$ cat config.mk
export PLATFORM = sky130hd
export DESIGN_NAME = match_window_counter
export DESIGN_NICKNAME = d
export VERILOG_FILES = /design/src/rtl/match_window_counter_pkg.sv /design/src/rtl/match_window_counter_win_timer.sv /design/src/rtl/match_window_counter.sv
export SDC_FILE = /design/constraint.sdc
export NUM_CORES = 1
export LEC_CHECK = 0
export CORE_ASPECT_RATIO = 0.6
export CORE_MARGIN = 5
export CORE_UTILIZATION = 40
export DETAILED_ROUTE_END_ITERATION = 10
export GPL_TIMING_DRIVEN = 0
export PLACE_DENSITY_LB_ADDON = 0.3
export SLEW_MARGIN = 5
export SYNTH_ARGS = -nofsm -noshare
export SYNTH_HDL_FRONTEND = slang
export SYNTH_HIERARCHICAL = 1
export SYNTH_SLANG_ARGS = --single-unit
$ cat constraint.sdc
create_clock -name clk -period 6.9 [get_ports clk]
set_clock_uncertainty 0.2 [all_clocks]
set_input_delay 1.38 -clock clk [delete_from_list [all_inputs] [get_ports clk]]
set_output_delay 1.38 -clock clk [all_outputs]
set_load 0.01 [all_outputs]
$ cat src/rtl/match_window_counter_pkg.sv
// Shared definitions for the match window counter: FSM state encoding and
// default widths for the window timer and match count.
package match_window_counter_pkg;

    localparam int DEF_WIN_W = 8;
    localparam int DEF_CNT_W = 8;

    typedef enum logic [1:0] {
        IDLE   = 2'd0,
        COUNT  = 2'd1,
        REPORT = 2'd2
    } state_t;

endpackage : match_window_counter_pkg

$ cat src/rtl/match_window_counter_win_timer.sv
// Window timer: loads a window length, counts down once per cycle and flags
// the last cycle of the window. A load value of 0 wraps through all-ones, so
// it naturally yields a window of 2^W cycles.
module win_timer #(
    parameter int W = 8
) (
    input  logic         clk,
    input  logic         clr,
    input  logic         load,
    input  logic [W-1:0] load_val,
    input  logic         dec,
    output logic         last
);

    logic [W-1:0] timer;

    // Load has priority over decrement so a restart always begins a fresh window.
    always_ff @(posedge clk or posedge clr) begin
        // NOTE: sequential state uses non-blocking assignments so every register
        // samples the pre-edge values, independent of statement order.
        if (clr) begin
            timer <= '0;
        end else if (load) begin
            timer <= load_val;
        end else if (dec) begin
            timer <= timer - W'(1);
        end
    end

    assign last = (timer == W'(1));

endmodule : win_timer

$ cat src/rtl/match_window_counter.sv
// Match window counter: counts single-cycle hits from an upstream sequence
// detector over a programmable window, then holds the result (count plus
// saturation flag) until the consumer acknowledges it.
module match_window_counter
    import match_window_counter_pkg::*;
#(
    parameter int WIN_W = DEF_WIN_W,
    parameter int CNT_W = DEF_CNT_W
) (
    input  logic             clk,
    input  logic             clr,
    input  logic             en,
    input  logic [WIN_W-1:0] win_len,
    input  logic             hit,
    output logic [CNT_W-1:0] cnt_out,
    output logic             cnt_valid,
    input  logic             cnt_ack,
    output logic             ovf
);

    state_t           state;
    logic [CNT_W-1:0] run_cnt;
    logic             run_ovf;

    logic             timer_load;
    logic             timer_dec;
    logic             timer_last;

    logic [CNT_W-1:0] cnt_next;
    logic             ovf_next;

    // A window starts from IDLE, or directly from REPORT when the result is
    // acknowledged while still enabled (back-to-back windows).
    assign timer_load = en && ((state == IDLE) || ((state == REPORT) && cnt_ack));
    assign timer_dec  = (state == COUNT);

    win_timer #(
        .W (WIN_W)
    ) u_win_timer (
        .clk      (clk),
        .clr      (clr),
        .load     (timer_load),
        .load_val (win_len),
        .dec      (timer_dec),
        .last     (timer_last)
    );

    // Saturating increment of the running count; a hit at full scale sets overflow.
    always_comb begin
        // NOTE: every combinational output gets a default first, so no path
        // leaves it unassigned and no latch is inferred.
        cnt_next = run_cnt;
        ovf_next = run_ovf;
        if (hit) begin
            if (run_cnt == {CNT_W{1'b1}}) begin
                ovf_next = 1'b1;
            end else begin
                cnt_next = run_cnt + CNT_W'(1);
            end
        end
    end

    // Window FSM with inline running counter and registered result outputs.
    always_ff @(posedge clk or posedge clr) begin
        if (clr) begin
            state     <= IDLE;
            run_cnt   <= '0;
            run_ovf   <= 1'b0;
            cnt_out   <= '0;
            cnt_valid <= 1'b0;
            ovf       <= 1'b0;
        end else begin
            case (state)
                IDLE: begin
                    // Hits are ignored here; only a window start matters.
                    if (en) begin
                        run_cnt <= '0;
                        run_ovf <= 1'b0;
                        state   <= COUNT;
                    end
                end

                COUNT: begin
                    if (!en) begin
                        // Abort: the partial window is dropped, the last
                        // reported result stays on the outputs.
                        state <= IDLE;
                    end else if (timer_last) begin
                        // The last window cycle's hit is folded into the result.
                        cnt_out   <= cnt_next;
                        ovf       <= ovf_next;
                        cnt_valid <= 1'b1;
                        state     <= REPORT;
                    end else begin
                        run_cnt <= cnt_next;
                        run_ovf <= ovf_next;
                    end
                end

                REPORT: begin
                    // Dead time: the result is held until acknowledged, even
                    // if en drops, so a result is never lost.
                    if (cnt_ack) begin
                        cnt_valid <= 1'b0;
                        if (en) begin
                            run_cnt <= '0;
                            run_ovf <= 1'b0;
                            state   <= COUNT;
                        end else begin
                            state <= IDLE;
                        end
                    end
                end

                default: begin
                    state <= IDLE;
                end
            endcase
        end
    end

endmodule : match_window_counter

==> results.sh, run 1 <==
export IMPL_syn_inst=171
export IMPL_total_power_uw=513
export IMPL_synth_edff_count=0
export IMPL_n_antenna_cell=0
export IMPL_crit_slowest_cell="or4_1"
export IMPL_post_route_period_util_pct=43.4
export IMPL_yosysMostFrequentCell="dfrtp_1"
export IMPL_grt_max_degree=22
export IMPL_ctsResizeCount=0
export IMPL_drc=0
export IMPL_crit_path_max_incr_delay_ns=0.60
export IMPL_syn_avg_cell_area_um2=9.20
export IMPL_wl_per_cell_um=14.1
export IMPL_pwr_share_seq_pct=44.1
export IMPL_rows=17
export IMPL_status="completed"
export IMPL_synth_warnings=6
export IMPL_hold_path_class="reg -> reg"
export IMPL_path_class="reg -> reg"
export IMPL_post_place_ws_ns=3.71
export IMPL_pin_count=23
export IMPL_netlist_area_um2=1570
export IMPL_first_pass_iters=4
export IMPL_syn_nets=187
export IMPL_crit_arrival_ns=2.94
export IMPL_p_leak_nw=0.819
export IMPL_maxCapViolations=0
export IMPL_fmax_ghz=0.334
export IMPL_area_growth_pct=25.1
export IMPL_ys_async_sr_fraction_pct=100
export IMPL_postCtsSetupBuffers=0
export IMPL_synth_cell_types=43
export IMPL_numCtsBuffers=5
export IMPL_fin_crit_ns=3.00
export IMPL_worst_slack_ns=3.90
export IMPL_path_cells="or4_1 > nor4b_1 > nand3_1 > clkbuf_1 > nand2_1 > o21ai_0"
export IMPL_max_slew_margin_pct=48.6
export IMPL_placed_cells=240
export IMPL_start_kind="flop"
export IMPL_cts_root_buf="clkbuf_8"
export IMPL_routed_wl_mm=3.50
export IMPL_ys_ff_latch=29
export IMPL_final_cells=248
export IMPL_required_ns=6.84
export IMPL_drv_slew=0
export IMPL_dieArea_um2=5330
export IMPL_cts_tree="yes"
export IMPL_initial_core_util_pct=42.3
export IMPL_fin_nets=216
export IMPL_gp_congestion=0.906
export IMPL_intPower_uw=368
export IMPL_portBuffers=22
export IMPL_holdWs_ns=0.279
export IMPL_ctsHoldBuffers=0
export IMPL_grt_pass1_vias=1228
export IMPL_comb_power_share_pct=20.6
export IMPL_powerDensity_nw_per_um2=261
export IMPL_via_per_inst=5.53
export IMPL_cp_end_kind="flop"
export IMPL_drt_iter0_markers=88
export IMPL_clk_path_buf_depth=2
export IMPL_grt_pass1_wl_mm=6.00
export IMPL_synth_top_area_share_pct=46.1
export IMPL_rsz0062_at_grt="false"
export IMPL_ant_nets=0
export IMPL_vias=1372
export IMPL_setup_violations_final=0
export IMPL_grt_ovfl_total=0
export IMPL_dieWidth_um=91.0
export IMPL_synth_largest_area_cell="dfrtp_1"
export IMPL_drive_gt1_share_pct=8.96
export IMPL_cp_max_fo=10
export IMPL_htreeDepth=2
export IMPL_yosysSeqAreaShare_pct=46.1
export IMPL_clk_latency_ns=0.28
export IMPL_cp_top_family="simple AND/OR/NAND/NOR gates"
export IMPL_synthFlopType="dfrtp_1"
export IMPL_chipHeight_um=58.6
export IMPL_grtUsageTotal_pct=14.3
export IMPL_post_dp_hpwl_mm=2.60
export IMPL_synthTopCellsByArea="dfrtp_1 46%, nand2_1 5.5%, o21ai_0 4.8%, nor2_1 3.3%, mux2i_1 2.5%"
export IMPL_netlist_top_cells_count="29 x dfrtp_1, 23 x nand2_1, 15 x o21ai_0"
export IMPL_core_um2=3720
export IMPL_path_buf_inv=1
export IMPL_hold_viol_final=0
export IMPL_clkTransAtPathRegs_ns=0.06
export IMPL_switching_share_pct=28.3
export IMPL_ir_drop_v=0.000125
export IMPL_clkSinkCount=29
export IMPL_tns_ns=0
export IMPL_tightest_slew_ns=0.770
export IMPL_pwr_share_clk_pct=35.3
export IMPL_fill_cells=325
export IMPL_switchingPower_uw=145
export IMPL_antenna_found_initial=0
cell usage in the layout (no fill, tap or decap), types with 3 or more instances in the layout:
| cell | n |
|---|---|
| inv_1 | 9 |
| clkbuf_8 | 6 |
| clkbuf_1 | 4 |
| clkdlybuf4s50_1 | 22 |
| nand2_1 | 23 |
| and4_1 | 3 |
| dfrtp_1 | 29 |
| a21oi_1 | 7 |
| o21ai_0 | 15 |
| or4_1 | 4 |
| ha_1 | 3 |
| nand3_1 | 6 |
| mux2i_1 | 4 |
| and3_1 | 3 |
| nor2_1 | 14 |
| nor3_1 | 7 |
| a31oi_1 | 4 |
| o31ai_1 | 4 |
final timing paths:
check | to | startpoint | cells past startpoint | slack (ns)
worst max-delay path | cnt_out[0] | u_win_timer/timer[3] | 6 | 3.90
worst min-delay path | cnt_out[2] | cnt_out[2] | 2 | 0.28
worst max register to register | cnt_out[0] | u_win_timer/timer[3] | 6 | 3.90
worst min register to register | cnt_out[2] | cnt_out[2] | 2 | 0.28
max in group asynchronous | run_cnt[0] | clr | 2 | 4.65
min in group asynchronous | u_win_timer/timer[4] | clr | 2 | 1.19
logic make-up (layout without fill, tap and decap cells):
logic type	Yosys count	in the layout	synth area share (%)
and+or+nand+nor	77	77	27.0
adders and majority gates	3	3	2.38
DFF	29	29	46.1
AOI/OAI and AO/OA	37	37	14.1
xor gates and xnor gates	4	4	2.23
muxes	5	5	3.26
buffers and inverters	16	46	4.85
power groups by stage:
stage | registers, mW | logic (mW) | clock network, mW
floorplan | 0.223 | 0.0724 | 0
global placement | 0.226 | 0.101 | 0
detailed placement | 0.229 | 0.106 | 0
CTS | 0.226 | 0.107 | 0.185
global route | 0.231 | 0.119 | 0.193
finish | 0.226 | 0.106 | 0.181
per-layer routing:
metal / share of wire, % / up-vias / track usage, %
li1: - / 673 / -
met1: 49 / 650 / 19.9
met2: 42 / 43 / 20.6
met3: 6.8 / 6 / 4.73
met4: 1.2 / 0 / 5.86
met5: 0 / - / 0
registers in the layout (all words and copies together) (netlist names):
register,count
ovf,1
run_ovf,1
cnt_valid,1
run_cnt,8
u_win_timer/timer,8
cnt_out,8
state,2
worst reg2reg max path, cell delays in order, from the launching register on:
cell	delay, ns
dfrtp_1	0.43
or4_1	0.60
nor4b_1	0.60
nand3_1	0.45
clkbuf_1	0.35
nand2_1	0.13
o21ai_0	0.09
layout make-up:
cell class / count / area [um2] / share of cell area [%]
plain buffers: 7 / 42.5 / 2.16
clock buffers: 7 / 86.3 / 4.38
clock inverters: 1 / 30.0 / 1.52
inverters: 9 / 33.8 / 1.72
multi-input cells: 126 / 772 / 39.2
flip-flops and latches: 29 / 726 / 36.8
well taps: 47 / 58.8 / 2.99
repair buffers: 22 / 220 / 11.2
per-stage QoR:
step | util (%) | instance area (um2)
6_report | 52.9 | 1970
5_1_grt | 52.9 | 1970
4_1_cts | 52.9 | 1970
3_5_place_dp | 49.8 | 1850
3_3_place_gp | 49.8 | 1850
2_1_floorplan | - | 1570
(Power assumes the default switching activity.)
==> run 2: changes to the inputs <==
==> constraint.sdc (replaced) <==
create_clock -name clk -period 2.5 [get_ports clk]
set_clock_uncertainty 0.2 [all_clocks]
set_input_delay 0.5 -clock clk [delete_from_list [all_inputs] [get_ports clk]]
set_output_delay 0.5 -clock clk [all_outputs]
set_load 0.01 [all_outputs]
==> run 2 against run 1 <==
  * Sequential power grew to 2.8 times the previous value
  * Flip-flop and latch count did not move
  * Total power rose to 2.8 times the previous value
  * Die area unchanged
  * Global-route usage increased by 1.8 points
  * Hold slack better by 0.0051 ns
  * Utilization increased by 1.5 points
  * Maximum frequency grew 26%
  * Largest cell class unchanged
  * Setup slack got worse by 3.8 ns
==> results.sh, run 2 (same netlist as run 1, synthesis figures left out) <==
export IMPL_area_growth_pct=28.6
export IMPL_path_cells="or4_4 > nor4b_4 > and4bb_4 > and3_1 > and3_1 > nor3_1"
export IMPL_cts_root_buf="clkbuf_8"
export IMPL_setup_violations_final=0
export IMPL_dieArea_um2=5330
export IMPL_drv_slew=0
export IMPL_ant_nets=0
export IMPL_tightest_slew_ns=0.813
export IMPL_p_leak_nw=0.846
export IMPL_antenna_found_initial=0
export IMPL_intPower_uw=974
export IMPL_comb_power_share_pct=25.0
export IMPL_reg_top3="cnt_out x8, run_cnt x8, u_win_timer/timer x8"
export IMPL_cp_max_fo=8
export IMPL_rows=17
export IMPL_grt_max_degree=22
export IMPL_path_class="reg -> reg"
export IMPL_clk_latency_ns=0.29
export IMPL_grt_pass1_wl_mm=6.64
export IMPL_post_route_period_util_pct=95.1
export IMPL_fill_cells=303
export IMPL_cp_common_cell="and3_1"
export IMPL_hold_viol_final=0
export IMPL_grtUsageTotal_pct=16.2
export IMPL_n_antenna_cell=0
export IMPL_via_per_inst=5.75
export IMPL_crit_slowest_cell="or4_4"
export IMPL_drt_iter0_markers=71
export IMPL_clk_path_buf_depth=2
export IMPL_fmax_ghz=0.420
export IMPL_first_pass_iters=4
export IMPL_crit_arrival_ns=2.38
export IMPL_ctsHoldBuffers=0
export IMPL_chipHeight_um=58.6
export IMPL_multi_input_area_um2=811
export IMPL_final_seq_area_um2=726
export IMPL_clkSinkCount=29
export IMPL_cp_end_kind="flop"
export IMPL_final_cells=252
export IMPL_routed_wl_mm=4.04
export IMPL_fin_crit_ns=2.38
export IMPL_core_um2=3720
export IMPL_post_dp_hpwl_mm=2.80
export IMPL_clkTransAtPathRegs_ns=0.06
export IMPL_holdWs_ns=0.284
export IMPL_drive_gt1_share_pct=14.6
export IMPL_numCtsBuffers=5
export IMPL_grt_pass1_vias=1366
export IMPL_pwr_share_seq_pct=44.1
export IMPL_hold_path_class="reg -> reg"
export IMPL_wl_per_cell_um=16.0
export IMPL_mostFrequentLayoutCells="29 x dfrtp_1, 23 x nand2_1, 22 x clkdlybuf4s50_1"
export IMPL_cts_tree="yes"
export IMPL_portBuffers=22
export IMPL_maxCapViolations=0
export IMPL_grt_ovfl_total=0
export IMPL_initial_core_util_pct=42.3
export IMPL_htreeDepth=2
export IMPL_placed_cells=240
export IMPL_switching_share_pct=31.1
export IMPL_crit_path_max_incr_delay_ns=0.57
export IMPL_status="completed"
export IMPL_rsz0062_at_grt="true"
export IMPL_ir_drop_v=0.000409
export IMPL_gp_congestion=0.856
export IMPL_drc=0
export IMPL_required_ns=2.51
export IMPL_final_common_cell="dfrtp_1"
export IMPL_powerDensity_nw_per_um2=699
export IMPL_start_kind="flop"
export IMPL_pwr_share_clk_pct=30.9
export IMPL_switchingPower_uw=440
export IMPL_vias=1450
export IMPL_fin_nets=220
export IMPL_dieWidth_um=91.0
export IMPL_max_slew_margin_pct=45.7
export IMPL_pin_count=23
==> run 2: stage by stage <==
step | cell area, um2 | setup TNS (ns) | setup WS, ns | utilization, % | total power, mW
final | 2020 | 0 | 0.122 | 54.4 | 1.41
after detailed placement | 1860 | -3.80 | -0.341 | 49.9 | 0.926
after global placement | 1860 | -2.70 | -0.253 | 49.9 | 0.906
after CTS | 2010 | 0 | 0.00971 | 53.9 | 1.42
after global routing | 2020 | 0 | 0.000685 | 54.4 | 1.50
after floorplan | 1580 | 0 | 0.0201 | - | 0.820
==> run 2: path summary, 6_finish.rpt <==
check,from,endpoint,slack [ns],cells after the start
max in group asynchronous,clr,state[1],1.10,2
worst min-delay path,cnt_out[3],cnt_out[3],0.28,2
worst max register to register,u_win_timer/timer[6],run_cnt[2],0.12,6
worst min register to register,cnt_out[3],cnt_out[3],0.28,2
worst max-delay path,u_win_timer/timer[6],run_cnt[2],0.12,6
min in group asynchronous,clr,u_win_timer/timer[4],0.30,2
==> run 2: cell type report <==
cell class	count	area share, %
inverter	9	1.67
buffer	6	1.79
clock buffer	7	4.76
tap	47	2.90
clock inverter	1	0.247
multi-input combinational	126	40.0
timing repair buffer	27	12.7
sequential	29	35.8
==> run 2: layer usage <==
| layer | vias to the layer above | global-route usage, % | part of all wire [%] |
|---|---|---|---|
| met5 | - | 0 | 0 |
| met4 | 0 | 8.16 | 2.7 |
| met3 | 15 | 7.15 | 7.9 |
| met2 | 64 | 23.1 | 44 |
| met1 | 689 | 20.9 | 45 |
| li1 | 682 | - | - |
==> run 2: power groups by stage <==
stage / clock [mW] / sequential, mW / combinational [mW]
final: 0.437 / 0.624 / 0.353
after global routing: 0.475 / 0.633 / 0.388
after CTS: 0.448 / 0.621 / 0.347
after detailed placement: 0 / 0.635 / 0.291
after global placement: 0 / 0.627 / 0.279
after floorplan: 0 / 0.618 / 0.201
==> run 2: worst max-delay path: cells and delay by family, from the launching register on <==
family	cells	cell delay, ns
and+or+nand+nor	6	1.72
DFF	1	0.38
==> run 2: timing repair <==
action / CTS / global route
setup endpoints to repair: 18 / 16
gates resized for setup: 3 / 6
buffers inserted: 5 / 0
pin swaps: 3 / 2
